`src/rtl/ahb_arbiter_if.sv`:
```
// AHB arbitration bus bundle: master requests/transfer info in, grant info out.
// The "master" modport is the requester/bus side, "slave" is the arbiter side.
`timescale 1ns/1ps

interface ahb_arbiter_if;
  logic [3:0] HBUSREQ;
  logic [3:0] HLOCK;
  logic [1:0] HTRANS;
  logic [2:0] HBURST;
  logic       HREADY;
  logic [1:0] HRESP;
  logic [3:0] HGRANT;
  logic [1:0] HMASTER;
  logic       HMASTLOCK;

  modport master (
    output HBUSREQ, HLOCK, HTRANS, HBURST, HREADY, HRESP,
    input  HGRANT, HMASTER, HMASTLOCK
  );

  modport slave (
    input  HBUSREQ, HLOCK, HTRANS, HBURST, HREADY, HRESP,
    output HGRANT, HMASTER, HMASTLOCK
  );
endinterface

```
`src/rtl/ahb_arbiter.sv`:
```
// Four-master AHB bus arbiter: round-robin grant, fixed-length burst hold,
// locked sequences, error abort and one-address-phase HMASTER/HMASTLOCK lag.
// Optional feature macro: AHB_ARB_TIMEOUT_EN -- caps undefined-length INCR
// bursts at TIMEOUT_BEATS beats so other requesters are not starved.
`timescale 1ns/1ps

module ahb_arbiter #(
  parameter int unsigned DEFAULT_MASTER = 0,
  parameter int unsigned TIMEOUT_BEATS  = 16
) (
  input  logic          clk,
  input  logic          HRESETn,
  ahb_arbiter_if.slave  bus
);

  typedef enum logic [1:0] {
    FREE   = 2'd0,
    BURST  = 2'd1,
    LOCKED = 2'd2
  } state_t;

  localparam logic [1:0] TR_BUSY    = 2'b01;
  localparam logic [1:0] TR_NONSEQ  = 2'b10;
  localparam logic [1:0] TR_SEQ     = 2'b11;
  localparam logic [1:0] RESP_ERROR = 2'b01;
  localparam logic [1:0] DEF_IDX    = DEFAULT_MASTER[1:0];
  localparam logic [3:0] DEF_GNT    = 4'b0001 << DEF_IDX;

  if (DEFAULT_MASTER > 3) begin : g_bad_default
    $error("DEFAULT_MASTER must be in 0..3");
  end
  if (TIMEOUT_BEATS < 2) begin : g_bad_timeout
    $error("TIMEOUT_BEATS must be at least 2");
  end

  // Round-robin search starting after ptr; bit 2 flags that a requester won.
  function automatic logic [2:0] rr_pick(input logic [3:0] req, input logic [1:0] ptr);
    logic [2:0] res;
    logic [1:0] idx;
    res = {1'b0, DEF_IDX};
    // Walk the search order backwards so the nearest requester overrides.
    for (int i = 4; i >= 1; i--) begin
      idx = ptr + i[1:0];
      if (req[idx]) res = {1'b1, idx};
    end
    return res;
  endfunction

  // Remaining SEQ beats after the NONSEQ of a 4/8/16-beat burst.
  function automatic logic [3:0] beats_left(input logic [1:0] sel);
    case (sel)
      2'b01:   return 4'd3;
      2'b10:   return 4'd7;
      default: return 4'd15;
    endcase
  endfunction

  state_t     state_q;
  logic [3:0] grant_q;
  logic [1:0] gidx_q;
  logic [1:0] ptr_q;
  logic [3:0] cnt_q;
  logic [1:0] hmaster_q;
  logic       hmastlock_q;

  logic [2:0] arb;
  logic [1:0] arb_idx;
  logic       arb_found;
  logic       arb_lock;
  logic       cur_lock;
  logic       is_seq;
  logic       is_busy;
  logic       is_nonseq;
  logic       err;
  logic       burst_start;
  logic       keep;
  logic       tmo;
  logic       move;

  assign arb         = rr_pick(bus.HBUSREQ, ptr_q);
  assign arb_found   = arb[2];
  assign arb_idx     = arb[1:0];
  assign arb_lock    = arb_found && bus.HLOCK[arb_idx];
  assign cur_lock    = bus.HLOCK[gidx_q];
  assign is_seq      = (bus.HTRANS == TR_SEQ);
  assign is_busy     = (bus.HTRANS == TR_BUSY);
  assign is_nonseq   = (bus.HTRANS == TR_NONSEQ);
  assign err         = (bus.HRESP == RESP_ERROR);
  // Any NONSEQ with HBURST 010..111 starts a fixed-length burst.
  assign burst_start = is_nonseq && (bus.HBURST[2:1] != 2'b00);
  // The owner keeps the grant while it is inside an undefined-length burst.
  assign keep        = bus.HBUSREQ[gidx_q] &&
                       (is_seq || is_busy || (is_nonseq && bus.HBURST == 3'b001));

`ifdef AHB_ARB_TIMEOUT_EN
  localparam int HOLD_W = $clog2(TIMEOUT_BEATS + 1);
  logic [HOLD_W-1:0] hold_q;
  assign tmo = is_seq && bus.HBUSREQ[gidx_q] &&
               (hold_q == HOLD_W'(TIMEOUT_BEATS - 1));
`else
  assign tmo = 1'b0;
`endif

  // Decide whether this HREADY edge hands the grant to the round-robin winner.
  always_comb begin
    move = 1'b0;
    if (err) begin
      move = 1'b1;
    end else begin
      case (state_q)
        FREE:    move = !cur_lock && !burst_start && !(keep && !tmo);
        BURST:   move = is_seq && (cnt_q <= 4'd1);
        LOCKED:  move = !cur_lock;
        default: move = 1'b1;
      endcase
    end
  end

  // Arbitration FSM with registered grant, owner index and lock outputs.
  always_ff @(posedge clk or negedge HRESETn) begin
    if (!HRESETn) begin
      state_q     <= FREE;
      grant_q     <= DEF_GNT;
      gidx_q      <= DEF_IDX;
      ptr_q       <= DEF_IDX;
      cnt_q       <= '0;
      hmaster_q   <= DEF_IDX;
      hmastlock_q <= 1'b0;
`ifdef AHB_ARB_TIMEOUT_EN
      hold_q      <= '0;
`endif
    end else if (bus.HREADY) begin
      // Address phase follows the grant one HREADY edge later.
      hmaster_q   <= gidx_q;
      hmastlock_q <= cur_lock;

      if (move) begin
        grant_q <= 4'b0001 << arb_idx;
        gidx_q  <= arb_idx;
        if (arb_found) ptr_q <= arb_idx;
      end

      if (err) begin
        state_q <= FREE;
        cnt_q   <= '0;
      end else begin
        case (state_q)
          FREE: begin
            if (cur_lock) begin
              state_q <= LOCKED;
            end else if (burst_start) begin
              state_q <= BURST;
              cnt_q   <= beats_left(bus.HBURST[2:1]);
            end else if (move && arb_lock) begin
              state_q <= LOCKED;
            end
          end
          BURST: begin
            if (is_seq) begin
              if (cnt_q <= 4'd1) begin
                state_q <= FREE;
                cnt_q   <= '0;
              end else begin
                cnt_q <= cnt_q - 4'd1;
              end
            end
          end
          LOCKED: begin
            if (!cur_lock) state_q <= FREE;
          end
          default: begin
            state_q <= FREE;
            cnt_q   <= '0;
          end
        endcase
      end

`ifdef AHB_ARB_TIMEOUT_EN
      // Count beats of an undefined-length INCR held in FREE; the NONSEQ is beat 1.
      if (move || state_q != FREE || cur_lock || burst_start) begin
        hold_q <= '0;
      end else if (is_nonseq) begin
        hold_q <= HOLD_W'(1);
      end else if (is_seq) begin
        hold_q <= hold_q + 1'b1;
      end
`endif
    end
  end

  assign bus.HGRANT    = grant_q;
  assign bus.HMASTER   = hmaster_q;
  assign bus.HMASTLOCK = hmastlock_q;

endmodule

```
`src/flat_wrapper.sv`:
```
// flat-port wrapper written by rule: the top's interface ports become plain ports
module ahb_arbiter_flat 
#(
  parameter int unsigned DEFAULT_MASTER = 0,
  parameter int unsigned TIMEOUT_BEATS  = 16
)
  (clk, HRESETn, bus_HBUSREQ, bus_HLOCK, bus_HTRANS, bus_HBURST, bus_HREADY, bus_HRESP, bus_HGRANT, bus_HMASTER, bus_HMASTLOCK);
  ahb_arbiter_if bus_i ();
  input  logic clk;
  input  logic HRESETn;
  input wire logic [$bits(bus_i.HBUSREQ)-1:0] bus_HBUSREQ;
  input wire logic [$bits(bus_i.HLOCK)-1:0] bus_HLOCK;
  input wire logic [$bits(bus_i.HTRANS)-1:0] bus_HTRANS;
  input wire logic [$bits(bus_i.HBURST)-1:0] bus_HBURST;
  input wire logic [$bits(bus_i.HREADY)-1:0] bus_HREADY;
  input wire logic [$bits(bus_i.HRESP)-1:0] bus_HRESP;
  output wire logic [$bits(bus_i.HGRANT)-1:0] bus_HGRANT;
  output wire logic [$bits(bus_i.HMASTER)-1:0] bus_HMASTER;
  output wire logic [$bits(bus_i.HMASTLOCK)-1:0] bus_HMASTLOCK;
  assign bus_i.HBUSREQ = bus_HBUSREQ;
  assign bus_i.HLOCK = bus_HLOCK;
  assign bus_i.HTRANS = bus_HTRANS;
  assign bus_i.HBURST = bus_HBURST;
  assign bus_i.HREADY = bus_HREADY;
  assign bus_i.HRESP = bus_HRESP;
  assign bus_HGRANT = bus_i.HGRANT;
  assign bus_HMASTER = bus_i.HMASTER;
  assign bus_HMASTLOCK = bus_i.HMASTLOCK;
  ahb_arbiter #(.DEFAULT_MASTER(DEFAULT_MASTER), .TIMEOUT_BEATS(TIMEOUT_BEATS)) u_core (.clk(clk), .HRESETn(HRESETn), .bus(bus_i));
endmodule
```
`config.mk`:
```
export PLATFORM = sky130hd
export DESIGN_NAME = ahb_arbiter_flat
export DESIGN_NICKNAME = d
export VERILOG_FILES = /design/src/rtl/ahb_arbiter_if.sv /design/src/rtl/ahb_arbiter.sv /design/src/flat_wrapper.sv
export SDC_FILE = /design/constraint.sdc
export NUM_CORES = 1
export LEC_CHECK = 0
export BUFFER_PORTS_ARGS = -buffer_cell sky130_fd_sc_hd__clkbuf_2
export CAP_MARGIN = 20
export CORE_MARGIN = 2
export CORE_UTILIZATION = 53
export CTS_CLUSTER_DIAMETER = 60
export DETAILED_ROUTE_END_ITERATION = 7
export GPL_ROUTABILITY_DRIVEN = 1
export PLACE_DENSITY = 0.8
export SYNTH_ARGS = -nofsm -noshare
export SYNTH_HDL_FRONTEND = slang
export SYNTH_SLANG_ARGS = --single-unit
```
`constraint.sdc`:
```
create_clock -name clk -period 2.49 [get_ports clk]
set_input_delay 0.1245 -clock clk [delete_from_list [all_inputs] [get_ports clk]]
set_output_delay 0.1245 -clock clk [all_outputs]
set_load 0.005 [all_outputs]
```
* After elaboration in Yosys (flattened, before gate mapping)
Index checks and enable logic that the tools add are counted.
Word-level totals: input port bits 18, flip-flop bits (word level) 17, output and inout port bits 7
Cells by class: add/subtract/negate cells 4, mux-type cells 35, equal/unequal tests 16, reductions and logical operators 19, order comparisons 7, shift-type cells 1
Operators with widths (number):
- 2-to-1 mux 4 bit | 5
- < comparator 2 x 3 -> 1 bit (second input constant) | 6
- binary-select mux 1 bit (select 2 bit) | 7
- 2-to-1 mux 2 bit | 7
- 2-to-1 mux 3 bit | 4
- case mux 4 bit (3 select lines) | 1
- AND reduction 5 bit | 2
- != test 3 x 1 -> 1 bit (second input constant) | 3
- == test 2 x 1 -> 1 bit (second input constant) | 4
- == test 2 bit (second input constant) | 4
- logical AND 1 bit | 8
- 2-to-1 mux 1 bit | 8
- case mux 4 bit (2 select lines) | 1
- != test 3 bit (second input constant) | 2
- case mux 2 bit (3 select lines) | 1
- != test 5 x 1 -> 1 bit (second input constant) | 1
- adder 2 bit (second input constant) | 2
- <= comparator 4 x 1 -> 1 bit (second input constant) | 1
- left shift 1 x 2 -> 4 bit (first input constant) | 1
- subtractor 4 x 1 -> 4 bit (second input constant) | 1
- == test 3 x 1 -> 1 bit (second input constant) | 1
- logical NOT 1 bit | 3
- case mux 1 bit (3 select lines) | 1
- AND reduction 3 bit | 1
- other kinds (6) | 7

* Longest topological paths before layout
word-level depth 15, mapped depth 8, gate-level depth less buffers 8

* Worst setup path after synthesis
Ideal clock, no wire load.
path type register to register, from reg u_core.cnt_q[0], to reg u_core.ptr_q[1], data arrival time 1.927 ns, period minus slack after synthesis 2.054 ns, stages on the path, launching flop included 9, path slack 0.436 ns, buffers on the path 0, setup time 0.128 ns, cells stage by stage dfrtp_1 > inv_1 > ha_1 > nor2_1 > nor3_1 > nand3_1 > a32oi_2 > o311a_2 > mux2_1
Between the ends: word-level cells in the longest chain between the ends 5
Ends and longest elaborated chain:
- start, declared | RTL line ahb_arbiter.sv:62 | logic [3:0] cnt_q;
- start signal, assigned | RTL line ahb_arbiter.sv:153 | cnt_q <= beats_left(bus.HBURST[2:1]);
- start signal, assigned | RTL line ahb_arbiter.sv:164 | cnt_q <= cnt_q - 4'd1;
- <= comparator 4 x 1 -> 1 bit | RTL line ahb_arbiter.sv:112 | BURST: move = is_seq && (cnt_q <= 4'd1);
- logical AND 1 bit | RTL line ahb_arbiter.sv:112
- case mux 1 bit (3 select lines) | RTL line ahb_arbiter.sv:110 | case (state_q)
- 2-to-1 mux 1 bit | RTL line ahb_arbiter.sv:107 | if (err) begin
- AND reduction 3 bit (no source line)
- end signal, assigned | RTL line ahb_arbiter.sv:140 | if (arb_found) ptr_q <= arb_idx;
- end, declared | RTL line ahb_arbiter.sv:61 | logic [1:0] ptr_q;
No other way between the ends. A chain may end at the register's enable or synchronous reset.

* Final worst setup path
Ends and elaborated chain as after synthesis.

==> report_table.html <==
<table>
<tr><th>Metric</th><th>Value</th></tr>
<tr><th colspan="2">Global route</th></tr>
<tr><td>Pin count of the biggest net entering global routing</td><td>18</td></tr>
<tr><td>First-pass GRT wire length</td><td>4.112 mm</td></tr>
<tr><td>Number of antenna violations at the first check in global routing</td><td>0</td></tr>
<tr><td>Vias in the first global route</td><td>around 900</td></tr>
<tr><td>Total grt overflow</td><td>0</td></tr>
<tr><td>Total global-route track usage</td><td>0.2122</td></tr>
<tr><th colspan="2">Timing</th></tr>
<tr><td>Setup violation total in the final timing report</td><td>0</td></tr>
<tr><td>Count of final hold-check violations</td><td>0</td></tr>
<tr><td>Worst slew pin tran</td><td>0.6388 ns</td></tr>
<tr><td>Final clock skew</td><td>between 0.009 and 0.01 ns</td></tr>
<tr><td>Setup WS post-layout</td><td>0.2319 ns</td></tr>
<tr><td>Highest Clock Rate</td><td>0.4428 GHz</td></tr>
<tr><td>Final-layout worst hold slack</td><td>roughly 0.23 ns</td></tr>
<tr><td>Final Max Tran Viols</td><td>0</td></tr>
<tr><td>RSZ-0062 raised after global routing</td><td>false</td></tr>
<tr><td>Relative slew margins</td><td>0.5721</td></tr>
<tr><td>Crit path time final</td><td>2.258 ns</td></tr>
<tr><td>Crit share post-route</td><td>0.9069</td></tr>
<tr><td>Setup Total Neg Slack</td><td>0 ns</td></tr>
<tr><th colspan="2">Finish</th></tr>
<tr><td>Area of the multi-input gates</td><td>679.4 µm²</td></tr>
<tr><td>ANT cells</td><td>0</td></tr>
<tr><td>Layout Nets</td><td>165</td></tr>
<tr><td>Total area of sequential cells</td><td>426.7 µm²</td></tr>
<tr><td>FILL cells</td><td>178</td></tr>
<tr><td>Core occupancy in the finished layout</td><td>0.6700</td></tr>
<tr><td>Layout Cell Area excl Fill</td><td>approximately 0.0013 mm²</td></tr>
<tr><td>Fin cells</td><td>169</td></tr>
<tr><td>Layout cells sized above 1</td><td>0.3169</td></tr>
<tr><td>Synthesis-to-layout area growth</td><td>16.52%</td></tr>
<tr><th colspan="2">CTS</th></tr>
<tr><td>Root Buffer Master</td><td>sky130_fd_sc_hd__clkbuf_4</td></tr>
<tr><td># resized after CTS</td><td>0</td></tr>
<tr><td>Clock buffer count from CTS</td><td>3</td></tr>
<tr><td>Later-pin clock latency in the skew report</td><td>between 0.2 and 0.3 ns</td></tr>
<tr><td>Number of buffers inserted for hold repair after clock tree synthesis</td><td>1</td></tr>
<tr><td>Clk pin slew, worst setup/hold paths</td><td>0.10 ns</td></tr>
<tr><td>Max H-tree Level</td><td>1</td></tr>
<tr><td>Maximum root-to-sink buffer count</td><td>2</td></tr>
<tr><td>CTS tree</td><td>yes</td></tr>
<tr><td>Post-CTS Repair Setup Buffers</td><td>0</td></tr>
<tr><td>Clock sink total</td><td>17</td></tr>
<tr><th colspan="2">Detailed routing</th></tr>
<tr><td>Count of TritonRoute iterations in the first routing pass</td><td>4</td></tr>
<tr><td>Via density per instance</td><td>5.757</td></tr>
<tr><td>Post-detailed-route DRC marker count</td><td>0</td></tr>
<tr><td>Starting DRT DRC Count</td><td>28</td></tr>
<tr><td>Aggregate routed wire length</td><td>approximately 2.3 mm</td></tr>
<tr><td>Average routed wire per standard cell</td><td>13.78 µm</td></tr>
<tr><td>Vias post-DR</td><td>973</td></tr>
<tr><td>Number of nets with antenna violations after detailed routing</td><td>0</td></tr>
<tr><th colspan="2">Run status</th></tr>
<tr><td>Result of the run</td><td>completed</td></tr>
<tr><th colspan="2">Power and ir drop</th></tr>
<tr><td>Overall power after layout</td><td>between 1 and 1.5 mW</td></tr>
<tr><td>Internal power summed over all cells</td><td>0.7986 mW</td></tr>
<tr><td>Maximum ir drop on the vdd rail</td><td>0.0005816 V</td></tr>
<tr><td>Sequential group share of total power</td><td>0.391</td></tr>
<tr><td>Static leakage</td><td>0.6594 nW</td></tr>
<tr><td>PwrDens</td><td>996.4 mW/mm²</td></tr>
<tr><td>Switching portion of total power</td><td>0.4024</td></tr>
<tr><td>Part of the power in combinational logic</td><td>0.502</td></tr>
<tr><td>Psw</td><td>between 0.5 and 0.6 mW</td></tr>
<tr><td>Clock share of power</td><td>0.107</td></tr>
<tr><th colspan="2">Setup path</th></tr>
<tr><td>CP Data Arrival Time</td><td>2.44 ns</td></tr>
<tr><td>Slowest cell on crit path</td><td>sky130_fd_sc_hd__dfrtp_1</td></tr>
<tr><td>Worst setup path startpoint</td><td>u_core.cnt_q[0]$_DFFE_PN0P_</td></tr>
<tr><td>Register-to-Register Setup Slack</td><td>0.23 ns</td></tr>
<tr><td>Worst-path maximum fanout</td><td>5</td></tr>
<tr><td>Worst EP required</td><td>2.67 ns</td></tr>
<tr><td>Type of the setup path with the least slack</td><td>flip-flop to flip-flop</td></tr>
<tr><td>Reg-to-reg endpoint</td><td>u_core.ptr_q[1]$_DFFE_PN0P_</td></tr>
<tr><td>RR Startpoint</td><td>u_core.cnt_q[0]$_DFFE_PN0P_</td></tr>
<tr><td>Worst Setup EP</td><td>u_core.ptr_q[1]$_DFFE_PN0P_</td></tr>
<tr><td>Startpoint types</td><td>flip-flop</td></tr>
<tr><td>Setup crit end kind</td><td>flip-flop</td></tr>
<tr><td>Buffering stage count on the worst path with inverters included</td><td>1</td></tr>
<tr><td>Total number of cells along the worst setup path</td><td>8</td></tr>
<tr><td>Cell depth of the worst flop-to-flop path</td><td>8</td></tr>
<tr><td>Max incr delay on CP</td><td>0.43 ns</td></tr>
<tr><td>Critical path cell sequence</td><td>inv_1 &gt; ha_1 &gt; nor2_1 &gt; nor3_1 &gt; nand3_1 &gt; a32oi_2 &gt; o311a_2 &gt; mux2_1</td></tr>
<tr><td>Delay-heaviest family, CP</td><td>simple AND/OR/NAND/NOR gates</td></tr>
<tr><th colspan="2">Synth</th></tr>
<tr><td>Post-Synthesis Net Count</td><td>around 140</td></tr>
<tr><td>Average cell area after synthesis</td><td>10.10 µm²</td></tr>
<tr><td>Proportion of synthesized chip area in sequential cells</td><td>0.3707</td></tr>
<tr><td>Synth Register Bits</td><td>17</td></tr>
<tr><td>Share of Yosys cell area claimed by the top area cell type</td><td>0.3478</td></tr>
<tr><td>Cell type with the highest aggregate area in the netlist</td><td>sky130_fd_sc_hd__dfrtp_1</td></tr>
<tr><td>Area of the mapped netlist</td><td>approximately 0.0012 mm²</td></tr>
<tr><td>Cell count after synthesis</td><td>between 100 and 150</td></tr>
<tr><td>Number of distinct library cells after synthesis</td><td>40</td></tr>
<tr><td>Total number of yosys warnings</td><td>0</td></tr>
<tr><td>Dominant cells by area after synthesis</td><td>sky130_fd_sc_hd__dfrtp_1, sky130_fd_sc_hd__mux2i_1, sky130_fd_sc_hd__mux2_1</td></tr>
<tr><th colspan="2">Floorplanning</th></tr>
<tr><td>Number of primary I/O pins</td><td>25</td></tr>
<tr><td>Std-Cell Rows</td><td>16</td></tr>
<tr><td>Horizontal die dimension</td><td>50.61 µm</td></tr>
<tr><td>Initial Utilization</td><td>0.5750</td></tr>
<tr><td>Height of the chip</td><td>between 50 and 60 µm</td></tr>
<tr><td>Area of the core</td><td>0.002002 mm²</td></tr>
<tr><td>Die footprint</td><td>0.002561 mm²</td></tr>
<tr><th colspan="2">Place</th></tr>
<tr><td>Instance area after placement</td><td>0.001305 mm²</td></tr>
<tr><td>Worst setup slack after placement</td><td>0.2389 ns</td></tr>
<tr><td>Gp weighted congestion</td><td>0.8729</td></tr>
<tr><td>Port Buffer Count</td><td>24</td></tr>
<tr><td>Number of placed instances, taps included</td><td>164</td></tr>
<tr><td>Detailed placement HPWL</td><td>1.885 mm</td></tr>
<tr><th colspan="2">Min path</th></tr>
<tr><td>HP Class</td><td>primary input to flip-flop</td></tr>
<tr><th colspan="2">Run</th></tr>
<tr><td>Maxcap violations</td><td>0</td></tr>
</table>
==> flip-flops by register name, summed over array words and instances, names as in the netlist <==
register and flops:
u_core.gidx_q 2, u_core.bus.HMASTLOCK 1, u_core.cnt_q 4, u_core.bus.HMASTER 2, u_core.bus.HGRANT 4, u_core.ptr_q 2
u_core.state_q 2
==> Yosys cell counts, drive strengths merged <==
cell type  instances
a2111oi            1
a211o              2
a21boi             1
a21oi              2
a22o               1
a31oi              2
a32oi              1
a41o               2
clkbuf             2
dfrtp             16
dfstp              1
ha                 4
inv               10
mux2               8
mux2i              6
mux4               2
nand2              9
nand2b             7
nand3              2
nor2              10
nor2b              1
nor3               4
nor3b              1
nor4               1
nor4b              1
o211ai             1
o21ai              7
o22ai              2
o311a              2
o31ai              2
o41ai              1
or2                1
or3                1
==> per-layer routing <==
layer  share of wire  vias to the layer above  GRT usage
li1                -                      481          -
met1            0.47                      460     0.2868
met2            0.46                       30     0.3289
met3           0.056                        2    0.03869
met4          0.0060                        0    0.09910
met5               0                        -          0
==> kinds of logic after synthesis <==
kind of cell	synth area share
AOI/OAI and AO/OA	0.1859
adders and majority gates	0.04348
buffers and inverters	0.03914
DFF	0.3707
muxes	0.1696
and+or+nand+nor	0.1913
==> cells in the final DEF (no fill, tap or decap), types with 2 or more instances in the layout <==
| master | netlist | layout |
|---|---|---|
| sky130_fd_sc_hd__a21oi_1 | 2 | 2 |
| sky130_fd_sc_hd__a31oi_1 | 2 | 2 |
| sky130_fd_sc_hd__a41o_1 | 2 | 2 |
| sky130_fd_sc_hd__clkbuf_2 | 0 | 24 |
| sky130_fd_sc_hd__clkbuf_4 | 0 | 3 |
| sky130_fd_sc_hd__dfrtp_1 | 16 | 16 |
| sky130_fd_sc_hd__ha_1 | 4 | 4 |
| sky130_fd_sc_hd__inv_1 | 10 | 10 |
| sky130_fd_sc_hd__mux2_1 | 5 | 5 |
| sky130_fd_sc_hd__mux2_2 | 3 | 3 |
| sky130_fd_sc_hd__mux2i_1 | 6 | 6 |
| sky130_fd_sc_hd__mux4_2 | 2 | 2 |
| sky130_fd_sc_hd__nand2_1 | 8 | 8 |
| sky130_fd_sc_hd__nand2b_1 | 5 | 5 |
| sky130_fd_sc_hd__nand3_1 | 2 | 2 |
| sky130_fd_sc_hd__nor2_1 | 10 | 10 |
| sky130_fd_sc_hd__nor3_1 | 4 | 4 |
| sky130_fd_sc_hd__o21ai_0 | 3 | 3 |
| sky130_fd_sc_hd__o21ai_1 | 4 | 4 |
| sky130_fd_sc_hd__o22ai_1 | 2 | 2 |
| sky130_fd_sc_hd__o31ai_1 | 2 | 2 |
==> worst min-delay path by stage <==
stage | cells past startpoint | end | start
3_5_place_dp | 1 | u_core.bus.HGRANT[2]$_DFFE_PN0P_ | HRESETn
4_1_cts | 2 | u_core.bus.HMASTER[1]$_DFFE_PN0P_ | bus_HREADY
5_1_grt | 2 | u_core.bus.HMASTER[1]$_DFFE_PN0P_ | bus_HREADY
3_3_place_gp | 1 | u_core.bus.HGRANT[1]$_DFFE_PN0P_ | HRESETn
6_report | 2 | u_core.bus.HMASTER[1]$_DFFE_PN0P_ | bus_HREADY
2_1_floorplan | 0 | u_core.bus.HGRANT[1]$_DFFE_PN0P_ | HRESETn
==> area by class of cell <==
type,count,share of cell area
Multi-Input combinational cell,85,0.5065
Timing Repair Buffer,26,0.1026
Sequential cell,17,0.3181
Tap cell,27,0.02519
Clock buffer,4,0.01959
Inverter,10,0.02798
==> power groups by stage <==
stage               logic [mW]  registers (mW)  clock network, mW
global route             0.744           0.540              0.164
finish                   0.671           0.522              0.143
floorplan                0.498           0.506                  0
detailed placement       0.672           0.527                  0
CTS                      0.676           0.522              0.149
global placement         0.652           0.515                  0
(Power assumes the default switching activity.)
